===== config.mk =====
export PLATFORM = sky130hd
export DESIGN_NAME = packet_display_seq
export DESIGN_NICKNAME = d
export VERILOG_FILES = /design/src/rtl/packet_display_seq.sv
export SDC_FILE = /design/constraint.sdc
export NUM_CORES = 1
export LEC_CHECK = 0
export BUFFER_PORTS_ARGS = -buffer_cell sky130_fd_sc_hd__buf_2
export CAP_MARGIN = 5
export CORE_UTILIZATION = 55
export DETAILED_ROUTE_END_ITERATION = 10
export GPL_TIMING_DRIVEN = 0
export PLACE_DENSITY_LB_ADDON = 0.3
export REMOVE_ABC_BUFFERS = 1
export SYNTH_ARGS = -nofsm -noshare
export SYNTH_HDL_FRONTEND = slang
export SYNTH_SLANG_ARGS = --single-unit
export TNS_END_PERCENT = 100

===== constraint.sdc =====
create_clock -name clock -period 7.6 [get_ports clock]
set_clock_uncertainty 0.1 [all_clocks]
set_input_delay 0.38 -clock clock [delete_from_list [all_inputs] [get_ports clock]]
set_output_delay 0.38 -clock clock [all_outputs]
set_load 0.05 [all_outputs]

===== src/rtl/packet_display_seq.sv =====
// Frame capture and replay viewer: sniffs header/payload/terminator frames from
// the slicer byte stream, double-buffers the last committed frame and cycles
// through its bytes on the display output with a programmable dwell time.
module packet_display_seq #(
  parameter int unsigned DATA_W    = 8,
  parameter int unsigned MAX_BYTES = 9,
  parameter int unsigned IDX_W     = 4,
  parameter int unsigned DWELL_W   = 26
) (
  input  logic               clock,
  input  logic               reset,
  input  logic [DATA_W-1:0]  data_in,
  input  logic               data_valid,
  input  logic [DWELL_W-1:0] dwell_cycles,
  input  logic               freeze,
  output logic [DATA_W-1:0]  data_shown,
  output logic [IDX_W-1:0]   byte_idx,
  output logic [IDX_W-1:0]   frame_len,
  output logic               frame_ready,
  output logic               capturing,
  output logic               overflow
);

  localparam logic [1:0] ST_IDLE    = 2'd0;
  localparam logic [1:0] ST_CAPTURE = 2'd1;
  localparam logic [1:0] ST_DISCARD = 2'd2;

  localparam logic [IDX_W-1:0] MAX_LEN = IDX_W'(MAX_BYTES);

  logic [1:0]         state, state_d;
  logic [IDX_W-1:0]   cnt, cnt_d;
  logic [DATA_W-1:0]  cap  [MAX_BYTES];
  logic [DATA_W-1:0]  disp [MAX_BYTES];
  logic [DWELL_W-1:0] dwell_cnt;

  logic               is_zero, is_hdr;
  logic               commit, set_ovf, wr_en;
  logic [IDX_W-1:0]   wr_idx;

  logic [DWELL_W-1:0] dwell_limit;
  logic               expire;
  logic [IDX_W-1:0]   next_idx;
  logic [DATA_W-1:0]  next_byte;

  assign is_zero   = (data_in == '0);
  assign is_hdr    = data_in[DATA_W-1];
  assign capturing = (state == ST_CAPTURE);

  // Capture FSM decode: a valid header byte restarts capture from any state,
  // which covers IDLE start, CAPTURE resync and DISCARD restart alike.
  always_comb begin
    state_d = state;
    cnt_d   = cnt;
    commit  = 1'b0;
    set_ovf = 1'b0;
    wr_en   = 1'b0;
    wr_idx  = cnt;
    if (data_valid) begin
      if (is_hdr) begin
        state_d = ST_CAPTURE;
        cnt_d   = IDX_W'(1);
        wr_en   = 1'b1;
        wr_idx  = '0;
      end else begin
        case (state)
          ST_CAPTURE: begin
            if (is_zero) begin
              commit  = 1'b1;
              state_d = ST_IDLE;
            end else if (cnt == MAX_LEN) begin
              // Buffer full: keep what we have, drop the rest of this frame.
              set_ovf = 1'b1;
              commit  = 1'b1;
              state_d = ST_DISCARD;
            end else begin
              wr_en = 1'b1;
              cnt_d = cnt + IDX_W'(1);
            end
          end
          ST_DISCARD: begin
            if (is_zero) state_d = ST_IDLE;
          end
          default: ;
        endcase
      end
    end
  end

  // Capture state, byte counter, capture buffer and sticky overflow
  always_ff @(posedge clock or posedge reset) begin
    if (reset) begin
      state    <= ST_IDLE;
      cnt      <= '0;
      overflow <= 1'b0;
      for (int i = 0; i < int'(MAX_BYTES); i++) cap[i] <= '0;
    end else begin
      state <= state_d;
      cnt   <= cnt_d;
      if (set_ovf) overflow <= 1'b1;
      if (wr_en) begin
        for (int i = 0; i < int'(MAX_BYTES); i++) begin
          if (wr_idx == IDX_W'(i)) cap[i] <= data_in;
        end
      end
    end
  end

  // Dwell expiry and next display position; a dwell of 0 behaves as 1
  always_comb begin
    dwell_limit = (dwell_cycles == '0) ? '0 : dwell_cycles - DWELL_W'(1);
    expire      = (dwell_cnt >= dwell_limit);
    next_idx    = (byte_idx == frame_len - IDX_W'(1)) ? '0 : byte_idx + IDX_W'(1);
    next_byte   = '0;
    for (int i = 0; i < int'(MAX_BYTES); i++) begin
      if (next_idx == IDX_W'(i)) next_byte = disp[i];
    end
  end

  // Display side: commit swaps in the whole frame at once and beats both
  // freeze and dwell expiry
  always_ff @(posedge clock or posedge reset) begin
    if (reset) begin
      frame_len   <= '0;
      frame_ready <= 1'b0;
      byte_idx    <= '0;
      data_shown  <= '0;
      dwell_cnt   <= '0;
      for (int i = 0; i < int'(MAX_BYTES); i++) disp[i] <= '0;
    end else if (commit) begin
      for (int i = 0; i < int'(MAX_BYTES); i++) disp[i] <= cap[i];
      frame_len   <= cnt;
      frame_ready <= 1'b1;
      byte_idx    <= '0;
      data_shown  <= cap[0];
      dwell_cnt   <= '0;
    end else if (frame_ready && !freeze) begin
      if (expire) begin
        dwell_cnt  <= '0;
        byte_idx   <= next_idx;
        data_shown <= next_byte;
      end else begin
        dwell_cnt <= dwell_cnt + DWELL_W'(1);
      end
    end
  end

endmodule


==> impl_metrics.tcl <==
set metrics [dict create \
    wl_per_cell_microns 17.4 \
    slowest_delay_ps 760 \
    min_from "data_valid" \
    rsz0062_at_grt "no" \
    cp-start-kind "input port" \
    viasPerCell 5.83 \
    dp_hpwl_microns 14600 \
    antenna_found_initial 0 \
    syn_to_final_growth_pct 11.6 \
    clockBufferDepth 2 \
    worstMarginPinSlew_ps 1300 \
    yosysUniqueCellTypes 78 \
    grt_max_degree 135 \
    ys_seq_area_frac 0.489 \
    root_buffer "clkbuf_16" \
    hp-class "input port to flip-flop" \
    grt_usage 0.259 \
    portBuffers 56 \
    clkLatencyLatePin_ps 430 \
    cts_resized 0 \
    row_count 48 \
    cp_max_fo 40 \
    antenna_left 0 \
    drive_gt1_frac 0.173 \
    critPathBufInv 2 \
    cp-end-kind "flip-flop" \
    drc 0 \
    dieArea_sq_mm 0.0186 \
    finalSetupViolCount 0 \
    vdd_drop_max_uv 200 \
    worst_path_max_delay_cell "o31a_2" \
    core_area_sq_mm 0.0175 \
    gp_congestion 0.800 \
    final_nets 1114 \
    syn_area_sq_mm 0.00993 \
    grt_pass1_vias 7170 \
    post-place-ws_ps 2470 \
    worstPathRequired_ps 7840 \
    start_util 0.568 \
    yosys_warnings 0 \
    tritoncts "built" \
    synth-main-ff-cell "dfrtp_1" \
    nFillCells 1409 \
    fin_ws_ps 2890 \
    reg2reg_from "byte_idx[0]" \
    fin_setup_tns_ps 0 \
    crit_arrival_ps 4950 \
    synth-edff-count 0 \
    p_leak_nw 5.53 \
    ys_seq_elements 194 \
    worstPathCellList "buf_2 -> inv_1 -> ha_1 -> or4b_1 -> nand2b_4 -> nor2_4 -> and2_2 -> nand2_1 -> or2_1 -> nand2_1 -> ha_1 -> nand3_1 -> or2_1 -> o41a_1 -> a311oi_1 -> o31a_2 -> o221ai_1 -> o22ai_1" \
    vias 7477 \
    synth_async_sr_flop_share 1.00 \
    max_freq_mhz 212 \
    grt_pass1_wl_microns 36900 \
    overflow 0 \
    outcome "completed" \
    cts_made_buffers 17 \
    crit_type "input port to flip-flop" \
    antennaDiodeCount 0 \
    boundaryPins 57 \
    finalMaxSlewViolations 0 \
    die_y_microns 136 \
    finalHoldViolCount 0 \
    drt_iter0_drc 642 \
    final_cell_mix "nand2_1, dfrtp_1, mux2_2" \
    timing.final.crit_share 0.620 \
    drt_first_pass_iters 5 \
    clkTransAtPathRegs_ps 70 \
    die_width_microns 136 \
    crit_family "simple AND/OR/NAND/NOR gates" \
    layout_commonest_cell "nand2_1" \
    worstSetupStartpoint "dwell_cycles[0]" \
    period_minus_slack_ps 4710 \
    max_cap_viol_count 0 \
    netlist_instances 1014 \
    clock_sinks 194 \
    syn_area_per_cell_sq_um 9.79 \
    relSlewSlack 0.125 \
    powerDensity_mw_per_mm2 267 \
    htree_levels 4 \
    routed_wl_microns 22300 \
]
[registers in the layout (all words and copies together), names as in the netlist]
signal / count
data_shown: 8
state: 2
frame_ready: 1
disp: 72
overflow: 1
byte_idx: 4
cap: 72
dwell_cnt: 26
frame_len: 4
cnt: 4
[what timing repair did]
| item | in CTS | in global routing |
|---|---|---|
| hold buffers | 1 | 0 |
| buffers inserted | 0 | 0 |
| endpoints found under the hold margin | 60 | 0 |
[routing by layer]
| metal | GRT usage | up-vias | share of wire |
|---|---|---|---|
| met2 | 0.394 | 190 | 0.47 |
| met3 | 0.0459 | 35 | 0.047 |
| met4 | 0.0796 | 0 | 0.018 |
| met5 | 0 | - | 0 |
| met1 | 0.378 | 3709 | 0.47 |
| li1 | - | 3543 | - |
[path summary, 6_finish.rpt]
kind	to	slack (ps)	depth (start not counted)
min	state[1]	180	2
max reg2reg	data_shown[2]	3560	9
min in group asynchronous	data_shown[0]	420	3
max in group asynchronous	disp[30]	5970	4
min reg2reg	disp[39]	360	2
max	data_shown[0]	2890	18
[report_power, final]
part           switching, W  leakage [nW]  internal, W  total (W)
clock network      0.000374         0.334     0.000667    0.00104
logic              0.000351          2.61     0.000239   0.000589
registers          0.000134          2.59      0.00120    0.00133
total              0.000858          5.53      0.00210    0.00296
[synthesized netlist by cell type (all sizes together) (3+ instances only)]
library cell,number,area share
a211oi,8,0.0066
a21oi,25,0.014
a222oi,6,0.0060
a22o,6,0.0053
a32oi,7,0.0062
and2,13,0.0083
and3,7,0.0044
buf,29,0.016
clkbuf,22,0.0084
dfrtp,194,0.49
ha,32,0.040
inv,20,0.0076
mux2,76,0.086
nand2,302,0.11
nand2b,12,0.0086
nand3,31,0.016
nand4,8,0.0063
nor2,37,0.015
nor2b,7,0.0044
nor3,18,0.010
nor4,10,0.0097
o2111ai,3,0.0026
o21a,6,0.0045
o21ai,29,0.016
o221ai,6,0.0053
o22a,5,0.0044
o2bb2ai,3,0.0026
o31a,3,0.0026
or3,8,0.0050
or4,3,0.0023
xnor2,21,0.019
xor2,24,0.022
[cells by family (layout without fill, tap and decap cells)]
family	after synthesis	after routing	share of synthesized area
multiplexers	78	78	0.0882
flip-flops	194	194	0.489
buffers and inverters	71	114	0.0324
AO/OA/AOI/OAI	128	128	0.0946
adder cells (fa/ha/maj)	32	32	0.0403
AND/OR/NAND/NOR	465	465	0.212
XOR/XNOR	46	46	0.0436
[per-stage QoR]
stage                     instances  power, W  hold WS [ps]   util  area [sq um]
after global routing           1282   0.00310           165  0.634         11100
after global placement         1244   0.00190           339  0.586         10200
after CTS                      1282   0.00297           151  0.634         11100
after floorplan                 963   0.00175           330      -          9680
final                          1282   0.00296           177  0.634         11100
after detailed placement       1249   0.00193           340  0.594         10400
[worst register-to-register path, stage by stage, from the launching register on]
cell,delay [ps]
dfrtp_1,1140
ha_1,460
xor2_1,800
nand2_1,150
a211oi_2,430
buf_4,290
a21oi_2,110
o221ai_1,170
a21oi_1,70
o22a_1,190
[area by class of cell]
class                           count  area, sq um  area share
Clock buffer                       22          464      0.0419
Clock inverter                     10          228      0.0205
Inverter                           20         82.6     0.00745
Multi-Input combinational cell    749         4770       0.431
Sequential cell                   194         4850       0.438
Tap cell                          225          282      0.0254
Timing Repair Buffer               62          400      0.0361
No activity file was read; power rests on OpenSTA's default activity.
